### src/rtl/sram_voice_arbiter_if.sv
// SRAM pin bundle between the voice arbiter (master) and the asynchronous 16-bit sample SRAM.
interface sram_voice_arbiter_if;
   logic [19:0] SRAM_ADDR;
   logic [15:0] SRAM_DQ;
   logic        CE_N;
   logic        OE_N;
   logic        WE_N;
   logic        UB_N;
   logic        LB_N;

   modport master (
      output SRAM_ADDR, CE_N, OE_N, WE_N, UB_N, LB_N,
      input  SRAM_DQ
   );

   modport slave (
      input  SRAM_ADDR, CE_N, OE_N, WE_N, UB_N, LB_N,
      output SRAM_DQ
   );
endinterface

### src/rtl/sram_voice_arbiter.sv
// Per-frame SRAM read arbiter for NUM_VOICES voices, with a mixed-sample accumulator.
// Optional feature: define MIX_SAT_EN to clamp the mix instead of wrapping it.
module sram_voice_arbiter #(
   parameter int unsigned NUM_VOICES = 4,
   parameter int unsigned READ_WAIT  = 1
) (
   input  logic                       Clk,
   input  logic                       Reset,
   input  logic                       sample_tick,
   input  logic [NUM_VOICES-1:0]      voice_req,
   input  logic [20*NUM_VOICES-1:0]   voice_addr,
   output logic [16*NUM_VOICES-1:0]   voice_data,
   output logic [NUM_VOICES-1:0]      voice_ack,
   sram_voice_arbiter_if.master       sram,
   output logic [15:0]                mix_out,
   output logic                       mix_valid,
   output logic                       overrun
);

   localparam int unsigned IdxW     = (NUM_VOICES > 1) ? $clog2(NUM_VOICES) : 1;
   localparam logic [2:0]  WaitLast = 3'((READ_WAIT == 0) ? 0 : READ_WAIT - 1);
   localparam logic signed [18:0] AccMax = 19'sd32767;
   localparam logic signed [18:0] AccMin = -19'sd32768;

   typedef enum logic [2:0] {StIdle, StSetup, StWait, StLatch, StDone} state_e;

   state_e                          state_q, state_d;
   logic [NUM_VOICES-1:0]           pend_q, pend_d, pend_clr;
   logic signed [18:0]              acc_q, acc_d;
   logic [2:0]                      cnt_q, cnt_d;
   logic [19:0]                     addr_q, addr_d;
   logic                            en_q, en_d;
   logic [NUM_VOICES-1:0][15:0]     data_q, data_d;
   logic [NUM_VOICES-1:0]           ack_q, ack_d;
   logic [15:0]                     mix_q, mix_d, mix_f;
   logic                            mix_valid_q, mix_valid_d;
   logic                            overrun_q, overrun_d;
   logic [NUM_VOICES-1:0][19:0]     addr_v;
   logic [IdxW-1:0]                 cur;

   assign addr_v = voice_addr;

   // Lowest pending voice; pend_q is stable from SETUP through LATCH.
   always_comb begin
      cur = '0;
      for (int i = NUM_VOICES - 1; i >= 0; i--) begin
         if (pend_q[i]) cur = IdxW'(i);
      end
   end

   always_comb begin
`ifdef MIX_SAT_EN
      if (acc_q > AccMax)      mix_f = 16'h7FFF;
      else if (acc_q < AccMin) mix_f = 16'h8000;
      else                     mix_f = acc_q[15:0];
`else
      mix_f = acc_q[15:0];
`endif
   end

   always_comb begin
      state_d     = state_q;
      pend_d      = pend_q;
      acc_d       = acc_q;
      cnt_d       = cnt_q;
      addr_d      = addr_q;
      data_d      = data_q;
      ack_d       = '0;
      mix_d       = mix_q;
      mix_valid_d = 1'b0;
      overrun_d   = overrun_q | (sample_tick && (state_q != StIdle));
      pend_clr    = pend_q;
      pend_clr[cur] = 1'b0;

      unique case (state_q)
         StIdle: begin
            if (sample_tick) begin
               pend_d  = voice_req;
               acc_d   = '0;
               state_d = (|voice_req) ? StSetup : StDone;
            end
         end
         StSetup: begin
            addr_d  = addr_v[cur];
            cnt_d   = '0;
            state_d = (READ_WAIT == 0) ? StLatch : StWait;
         end
         StWait: begin
            if (cnt_q == WaitLast) state_d = StLatch;
            else                   cnt_d   = cnt_q + 3'd1;
         end
         StLatch: begin
            data_d[cur] = sram.SRAM_DQ;
            ack_d[cur]  = 1'b1;
            acc_d       = acc_q + $signed({{3{sram.SRAM_DQ[15]}}, sram.SRAM_DQ});
            pend_d      = pend_clr;
            state_d     = (|pend_clr) ? StSetup : StDone;
         end
         StDone: begin
            mix_d       = mix_f;
            mix_valid_d = 1'b1;
            state_d     = StIdle;
         end
         default: state_d = StIdle;
      endcase

      // Enables stay asserted across back-to-back voices, dropping only in DONE/IDLE.
      en_d = (state_d == StSetup) || (state_d == StWait) || (state_d == StLatch);
   end

   always_ff @(posedge Clk) begin
      if (!Reset) begin
         state_q     <= StIdle;
         pend_q      <= '0;
         acc_q       <= '0;
         cnt_q       <= '0;
         addr_q      <= '0;
         en_q        <= 1'b0;
         data_q      <= '0;
         ack_q       <= '0;
         mix_q       <= '0;
         mix_valid_q <= 1'b0;
         overrun_q   <= 1'b0;
      end else begin
         state_q     <= state_d;
         pend_q      <= pend_d;
         acc_q       <= acc_d;
         cnt_q       <= cnt_d;
         addr_q      <= addr_d;
         en_q        <= en_d;
         data_q      <= data_d;
         ack_q       <= ack_d;
         mix_q       <= mix_d;
         mix_valid_q <= mix_valid_d;
         overrun_q   <= overrun_d;
      end
   end

   assign voice_data     = data_q;
   assign voice_ack      = ack_q;
   assign mix_out        = mix_q;
   assign mix_valid      = mix_valid_q;
   assign overrun        = overrun_q;
   assign sram.SRAM_ADDR = addr_q;
   assign sram.CE_N      = ~en_q;
   assign sram.OE_N      = ~en_q;
   assign sram.WE_N      = 1'b1;
   assign sram.UB_N      = 1'b0;
   assign sram.LB_N      = 1'b0;

endmodule

### src/flat_wrapper.sv
// flat-port wrapper written by rule: the top's interface ports become plain ports
module sram_voice_arbiter_flat 
#(
   parameter int unsigned NUM_VOICES = 4,
   parameter int unsigned READ_WAIT  = 1
)
  (Clk, Reset, sample_tick, voice_req, voice_addr, voice_data, voice_ack, mix_out, mix_valid, overrun, sram_SRAM_ADDR, sram_CE_N, sram_OE_N, sram_WE_N, sram_UB_N, sram_LB_N, sram_SRAM_DQ);
  sram_voice_arbiter_if sram_i ();
  input  logic Clk;
  input  logic Reset;
  input  logic sample_tick;
  input  logic [NUM_VOICES-1:0] voice_req;
  input  logic [20*NUM_VOICES-1:0] voice_addr;
  output logic [16*NUM_VOICES-1:0] voice_data;
  output logic [NUM_VOICES-1:0] voice_ack;
  output logic [15:0] mix_out;
  output logic mix_valid;
  output logic overrun;
  output wire logic [$bits(sram_i.SRAM_ADDR)-1:0] sram_SRAM_ADDR;
  output wire logic [$bits(sram_i.CE_N)-1:0] sram_CE_N;
  output wire logic [$bits(sram_i.OE_N)-1:0] sram_OE_N;
  output wire logic [$bits(sram_i.WE_N)-1:0] sram_WE_N;
  output wire logic [$bits(sram_i.UB_N)-1:0] sram_UB_N;
  output wire logic [$bits(sram_i.LB_N)-1:0] sram_LB_N;
  input wire logic [$bits(sram_i.SRAM_DQ)-1:0] sram_SRAM_DQ;
  assign sram_SRAM_ADDR = sram_i.SRAM_ADDR;
  assign sram_CE_N = sram_i.CE_N;
  assign sram_OE_N = sram_i.OE_N;
  assign sram_WE_N = sram_i.WE_N;
  assign sram_UB_N = sram_i.UB_N;
  assign sram_LB_N = sram_i.LB_N;
  assign sram_i.SRAM_DQ = sram_SRAM_DQ;
  sram_voice_arbiter #(.NUM_VOICES(NUM_VOICES), .READ_WAIT(READ_WAIT)) u_core (.Clk(Clk), .Reset(Reset), .sample_tick(sample_tick), .voice_req(voice_req), .voice_addr(voice_addr), .voice_data(voice_data), .voice_ack(voice_ack), .sram(sram_i), .mix_out(mix_out), .mix_valid(mix_valid), .overrun(overrun));
endmodule
### config.mk
export PLATFORM = sky130hd
export DESIGN_NAME = sram_voice_arbiter_flat
export DESIGN_NICKNAME = d
export VERILOG_FILES = /design/src/rtl/sram_voice_arbiter_if.sv /design/src/rtl/sram_voice_arbiter.sv /design/src/flat_wrapper.sv
export SDC_FILE = /design/constraint.sdc
export NUM_CORES = 1
export LEC_CHECK = 0
export ABC_CLOCK_PERIOD_IN_PS = 3100
export BUFFER_PORTS_ARGS = -buffer_cell sky130_fd_sc_hd__buf_2
export CAP_MARGIN = 10
export CORE_ASPECT_RATIO = 0.8
export CORE_MARGIN = 2
export CORE_UTILIZATION = 50
export DETAILED_ROUTE_END_ITERATION = 10
export PLACE_DENSITY = 0.79
export SETUP_SLACK_MARGIN = 0.05
export SLEW_MARGIN = 20
export SYNTH_ARGS = -nofsm -noshare
export SYNTH_HDL_FRONTEND = slang
export SYNTH_SLANG_ARGS = --single-unit
### constraint.sdc
create_clock -name Clk -period 3.1 [get_ports Clk]
set_input_delay 0.465 -clock Clk [delete_from_list [all_inputs] [get_ports Clk]]
set_output_delay 0.465 -clock Clk [all_outputs]
set_load 0.1 [all_outputs]
# Word level (Yosys, flattened, before mapping)

Cells that the tools add are included.
W data, S select, Z words.

Register bits after elaboration: 136
Bits of input ports: 103
Output and inout port bits: 111
Word-level logic and storage cells: 68

$add $sub $neg: 2
$lt $le $gt $ge: 2
Equal/unequal tests: 9
Mux-type cells: 23
Bitwise gates (word level): 4
Reductions and logical operators: 14

Operators with widths:

| operator              | count |
|---|---|
| $bwmux W64            | 1 |
| $bmux W20 S2          | 1 |
| $pmux W19 S2          | 1 |
| $demux W16 S2         | 1 |
| $mux W20              | 1 |
| $add A19 B16 Y19      | 1 |
| $mux W19              | 1 |
| $mux W16              | 1 |
| $mux W3               | 5 |
| $eq A3 B2 Y1 const B  | 4 |
| $pmux W3 S4           | 1 |
| $mux W2               | 4 |
| $pmux W4 S2           | 1 |
| $reduce_or A4 Y1      | 2 |
| $eq A3 B1 Y1 const B  | 2 |
| $logic_not A3 Y1      | 2 |
| $pmux W3 S2           | 1 |
| $reduce_and A2 Y1     | 3 |
| $and A4 B4 Y4         | 1 |
| $mux W4               | 1 |
| $ne A2 B2 Y1 const B  | 2 |
| $not A4 Y4            | 1 |
| $reduce_bool A2 Y1    | 2 |
| $add A3 B1 Y3 const B | 1 |
| 10 further kinds      | 13 |

# Logic depth before layout (Yosys ltp)

Depth in word-level cells: 16
Gate-level depth with buffers: 9
Mapped depth without buffers: 8

# Worst setup path before layout

OpenSTA, ideal clock, no wires.

Path type: input to register
Start point: in sram_SRAM_DQ[0]
End point: reg u_core.acc_q[12]
Arrival time: 2.210 ns
Data required time: 3.021 ns
Setup slack: 0.811 ns
Stages: 8
Buffers on the path: 0
Cells stage by stage: ha_1 -> fa_1 -> a21o_1 -> a21o_1 -> nand2_1 -> o21ai_0 -> or4_1 -> o211ai_1

Word-level cells in the longest chain between the ends: 2

Ends and longest elaborated chain:

| what                   | RTL line                  | source |
|---|---|---|
| start: declaration     | flat_wrapper.sv:25        | `input wire logic [$bits(sram_i.SRAM_DQ)-1:0] sram_SRAM_DQ;` |
| $add A19 B16 Y19       | sram_voice_arbiter.sv:95  | `acc_d = acc_q + $signed({{3{sram.SRAM_DQ[15]}}, sram.SRAM_DQ});` |
| $pmux W19 S2           | sram_voice_arbiter.sv:75  | `unique case (state_q)` |
| end signal: assignment | sram_voice_arbiter.sv:115 | `acc_q <= '0;` |
| end signal: assignment | sram_voice_arbiter.sv:127 | `acc_q <= acc_d;` |
| end: declaration       | sram_voice_arbiter.sv:29  | `logic signed [18:0] acc_q, acc_d;` |

Every way passes these cells.
A chain may end at the register's enable or synchronous reset.

# Worst setup path in the final report

Start point: reg u_core.pend_q[0]
End point: reg u_core.data_q, in the netlist u_core.voice_data[48]

Word-level cells in the longest chain between the ends: 6
Elaborated cells on any way between the ends: 7
Those cells by class: order compare: 2; mux: 4; reduce/logical: 1

Ends and longest elaborated chain:

| what                                                               | RTL line                  | source |
|---|---|---|
| start: declaration                                                 | sram_voice_arbiter.sv:28  | `logic [NUM_VOICES-1:0] pend_q, pend_d, pend_clr;` |
| start signal: assignment                                           | sram_voice_arbiter.sv:126 | `pend_q <= pend_d;` |
| $mux W2 *                                                          | sram_voice_arbiter.sv:47  | `if (pend_q[i]) cur = IdxW'(i);` |
| $lt A2 B3 Y1 (not written as such) or $ge A2 B1 Y1 (tied branches) | sram_voice_arbiter.sv:93  | `data_d[cur] = sram.SRAM_DQ;` |
| $logic_and A1 B1 Y1 (not written as such)                          | sram_voice_arbiter.sv:93  |  |
| $mux W16 (not written as such)                                     | sram_voice_arbiter.sv:93  |  |
| $demux W16 S2 *                                                    | -                         |  |
| $bwmux W64 *                                                       | sram_voice_arbiter.sv:93  |  |
| end signal: assignment                                             | sram_voice_arbiter.sv:131 | `data_q <= data_d;` |
| end: declaration                                                   | sram_voice_arbiter.sv:33  | `logic [NUM_VOICES-1:0][15:0] data_q, data_d;` |

Every way passes the cells marked *; elsewhere a longest branch is shown, timed or not.

==> impl_metrics.py <==
metrics = {
    "detailed_routing": {
        "num_vias": 5971,
        "routed_wl_mm": 17.2,
        "first_iter_violations": 445,
        "viasPerCell": 5.41,
        "ant_nets": 0,
        "wire_per_inst_um": 15.6,
        "dr.pass1.iters": 5,
        "drc_errors": 0,
    },
    "setup_path": {
        "end_kind": "flop",
        "path_buf_inv": 0,
        "worstPathMaxFanout": 22,
        "cpMostUsedCell": "nand2_1",
        "crit_type": "reg2reg",
        "r2r_slack_ns": 0.66,
        "critPathSlowestCell": "and2_1",
        "cpPeakStageDelay_ns": 0.71,
        "reg2reg_depth": 5,
        "cp_top_family": "simple AND/OR/NAND/NOR gates",
        "r2r_start": "u_core.pend_q[0]",
        "cp-start-kind": "flop",
        "crit_arrival_ns": 2.73,
        "cp.required_ns": 3.39,
        "path_cells": "nor3_1 > and2_1 > nand2_1 > nand2_1 > a21boi_0",
        "cp-startpoint": "u_core.pend_q[0]",
        "rr_endpoint": "u_core.voice_data[48]",
    },
    "finish": {
        "regArea_um2": 2660,
        "fillers": 1059,
        "drive_gt1_share_pct": 28.8,
        "multiInputGateArea_um2": 3440,
        "syn_to_final_growth_pct": 25.1,
        "nets": 1041,
    },
    "synth": {
        "synth_top_flop_cell": "dfxtp_1",
        "synth-simple-area-share_pct": 19.5,
        "synthDistinctLibCells": 59,
        "syn-mean-instance-area_um2": 8.62,
        "synth_edf_count": 0,
        "synthMuxAreaShare_pct": 3.46,
        "synth_fa_ha_area_share_pct": 3.81,
        "ys_warn_count": 0,
        "synthesis.area_um2": 6370,
        "syn_inst": 739,
        "synth_top_family_by_area": "compound AO/OA/AOI/OAI gates",
        "ys_ff_latch": 133,
        "synth_compound_area_share_pct": 25.5,
        "ys_seq_area_share_pct": 41.8,
        "synth-xor-area-share_pct": 1.24,
        "async_reset_ff_share_pct": 0,
    },
    "min_path": {
        "whs_endpoint": "u_core.pend_q[2]",
        "holdPathStages": 3,
        "hp-start": "voice_req[2]",
        "hp-class": "in2reg",
    },
    "clocking": {
        "insertion_delay_ns": 0.42,
        "cts_tree": "done",
        "cts_resized": 0,
        "clkTransAtPathRegs_ns": 0.05,
        "h-tree-depth": 4,
        "cts_sinks": 133,
        "cts_made_buffers": 17,
        "clockRootBuffer": "clkbuf_16",
        "post_cts_buffers": 0,
        "cts_hold_buf": 0,
        "clk_path_buf_depth": 2,
    },
    "timing": {
        "rsz0062_at_grt": "false",
        "fin_crit_ns": 2.44,
        "clock.fmax_ghz": 0.409,
        "period_share_pct": 78.8,
        "worstMarginPinSlew_ns": 0.824,
        "max_slew_margin_pct": 45.1,
        "whs_ns": 0.314,
        "setup_violations": 0,
        "hold_viol": 0,
        "fin_ws_ns": 0.658,
        "maxSlewViolCount": 0,
        "tns_ns": 0,
        "finClkSkew_ns": 0.00850,
    },
    "die": {
        "die_w_um": 130,
        "placementRows": 36,
        "die_h_um": 105,
        "die_area_um2": 13700,
        "start_util_pct": 51.8,
        "ios": 214,
        "design.core.area_um2": 12300,
    },
    "power_and_ir_drop": {
        "p_total_mw": 4.84,
        "powerDensity_nw_per_um2": 608,
        "p_leak_nw": 3.81,
        "peakVddDrop_v": 0.000373,
    },
    "grt": {
        "grt_use_total_pct": 25.1,
        "grt_pass1_wl_mm": 27.3,
        "grt_max_degree": 74,
        "antenna_found_initial": 1,
        "grt_overflow": 0,
        "grt_pass1_vias": 5359,
    },
    "status": {
        "status": "complete, no violations",
    },
    "placement": {
        "place_congestion": 0.873,
        "port-buffer-count": 210,
        "dpl.hpwl_mm": 12.4,
        "dp_slack_ns": 0.509,
    },
    "job": {
        "drv_cap": 0,
    },
}
## stage by stage
step | instance area [um2] | cells | utilization, %
final | 7970 | 1104 | 64.8
after global routing | 7970 | 1103 | 64.8
after CTS | 7970 | 1103 | 64.8
after detailed placement | 7430 | 1072 | 60.4
after global placement | 7430 | 1072 | 60.4
after floorplan | 6380 | 740 | -
## final cells by class
class	instances	area share, %
clock buffers	23	6.12
inverters	5	0.235
repair buffers	216	13.7
well taps	171	2.68
multi-input cells	547	43.1
diodes	1	0.0314
clock inverters	8	0.643
flip-flops and latches	133	33.4
## state kept, by name, indices dropped and copies added (netlist names)
signal,cells
u_core.acc_q,16
u_core.cnt_q,3
u_core.en_q,1
u_core.mix_out,16
u_core.mix_valid,1
u_core.overrun,1
u_core.pend_q,4
u_core.sram.SRAM_ADDR,20
u_core.state_q,3
u_core.voice_ack,4
u_core.voice_data,64
## report_power, final
group	switching (mW)	internal (mW)
logic	0.875	0.304
clock network	0.712	1.10
registers	0.0635	1.79
## worst max path at each step
| stage | slack, ns | to | cells past startpoint |
|---|---|---|---|
| 2_1_floorplan | 0.81 | u_core.acc_q[12] | 8 |
| 3_3_place_gp | 0.56 | u_core.acc_q[12] | 9 |
| 3_5_place_dp | 0.51 | u_core.acc_q[12] | 9 |
| 4_1_cts | 0.69 | u_core.voice_data[48] | 5 |
| 5_1_grt | 0.46 | u_core.voice_data[52] | 5 |
| 6_report | 0.66 | u_core.voice_data[48] | 5 |
## cell usage in the layout (no fill, tap or decap), types with 11 or more instances in the layout
| master | instances |
|---|---|
| o21ai_1 | 23 |
| nand2_1 | 185 |
| a221oi_1 | 21 |
| a21oi_1 | 16 |
| mux2i_1 | 22 |
| a21boi_1 | 38 |
| dfxtp_1 | 133 |
| a21o_1 | 11 |
| clkbuf_16 | 17 |
| nand3_1 | 13 |
| buf_2 | 210 |
| and2_1 | 11 |
| ha_1 | 17 |
| nor2_1 | 17 |
| a21boi_0 | 39 |
| o211a_1 | 21 |
## per-layer routing
layer,global-route usage [%],vias to the layer above,routed length (um)
li1,-,2948,-
met1,35.6,2797,8240
met2,38.1,207,7490
met3,6.45,19,1310
met4,6.30,0,204
met5,0,-,0
## cells in the mapped netlist (all sizes together) (2+ instances only)
master | number | area [um2]
o211a | 21 | 210
ha | 17 | 213
o21bai | 3 | 22.5
nand4 | 3 | 18.8
a221oi | 22 | 199
o21ai | 34 | 170
buf | 26 | 164
nand3 | 13 | 65.1
and2 | 12 | 76.3
conb | 2 | 7.51
inv | 5 | 18.8
o21a | 5 | 37.5
nor2b | 10 | 62.6
or3 | 3 | 18.8
a21o | 12 | 91.3
a31oi | 2 | 12.5
nand3b | 4 | 30.0
a21boi | 86 | 679
a21oi | 16 | 80.1
nand2 | 187 | 707
nor2 | 19 | 81.3
a22oi | 5 | 37.5
xnor2 | 5 | 43.8
nand2b | 2 | 12.5
and3 | 6 | 37.5
nor3b | 5 | 53.8
xor2 | 4 | 35.0
clkbuf | 29 | 109
dfxtp | 133 | 2660
a211o | 3 | 26.3
or2 | 2 | 12.5
nor3 | 9 | 45.0
mux2i | 22 | 220
## cell families after synthesis
kind of cell	Yosys count
simple gates	278
compound gates	216
flops	133
buf+inv	60
mux	22
fa+ha+maj	19
xor+xnor	9
other cells	2
## tightest hold or removal path: stages
cell      delay (ns)
buf_2           0.10
nand2_1         0.04
a21boi_0        0.06
(Power assumes the default switching activity.)
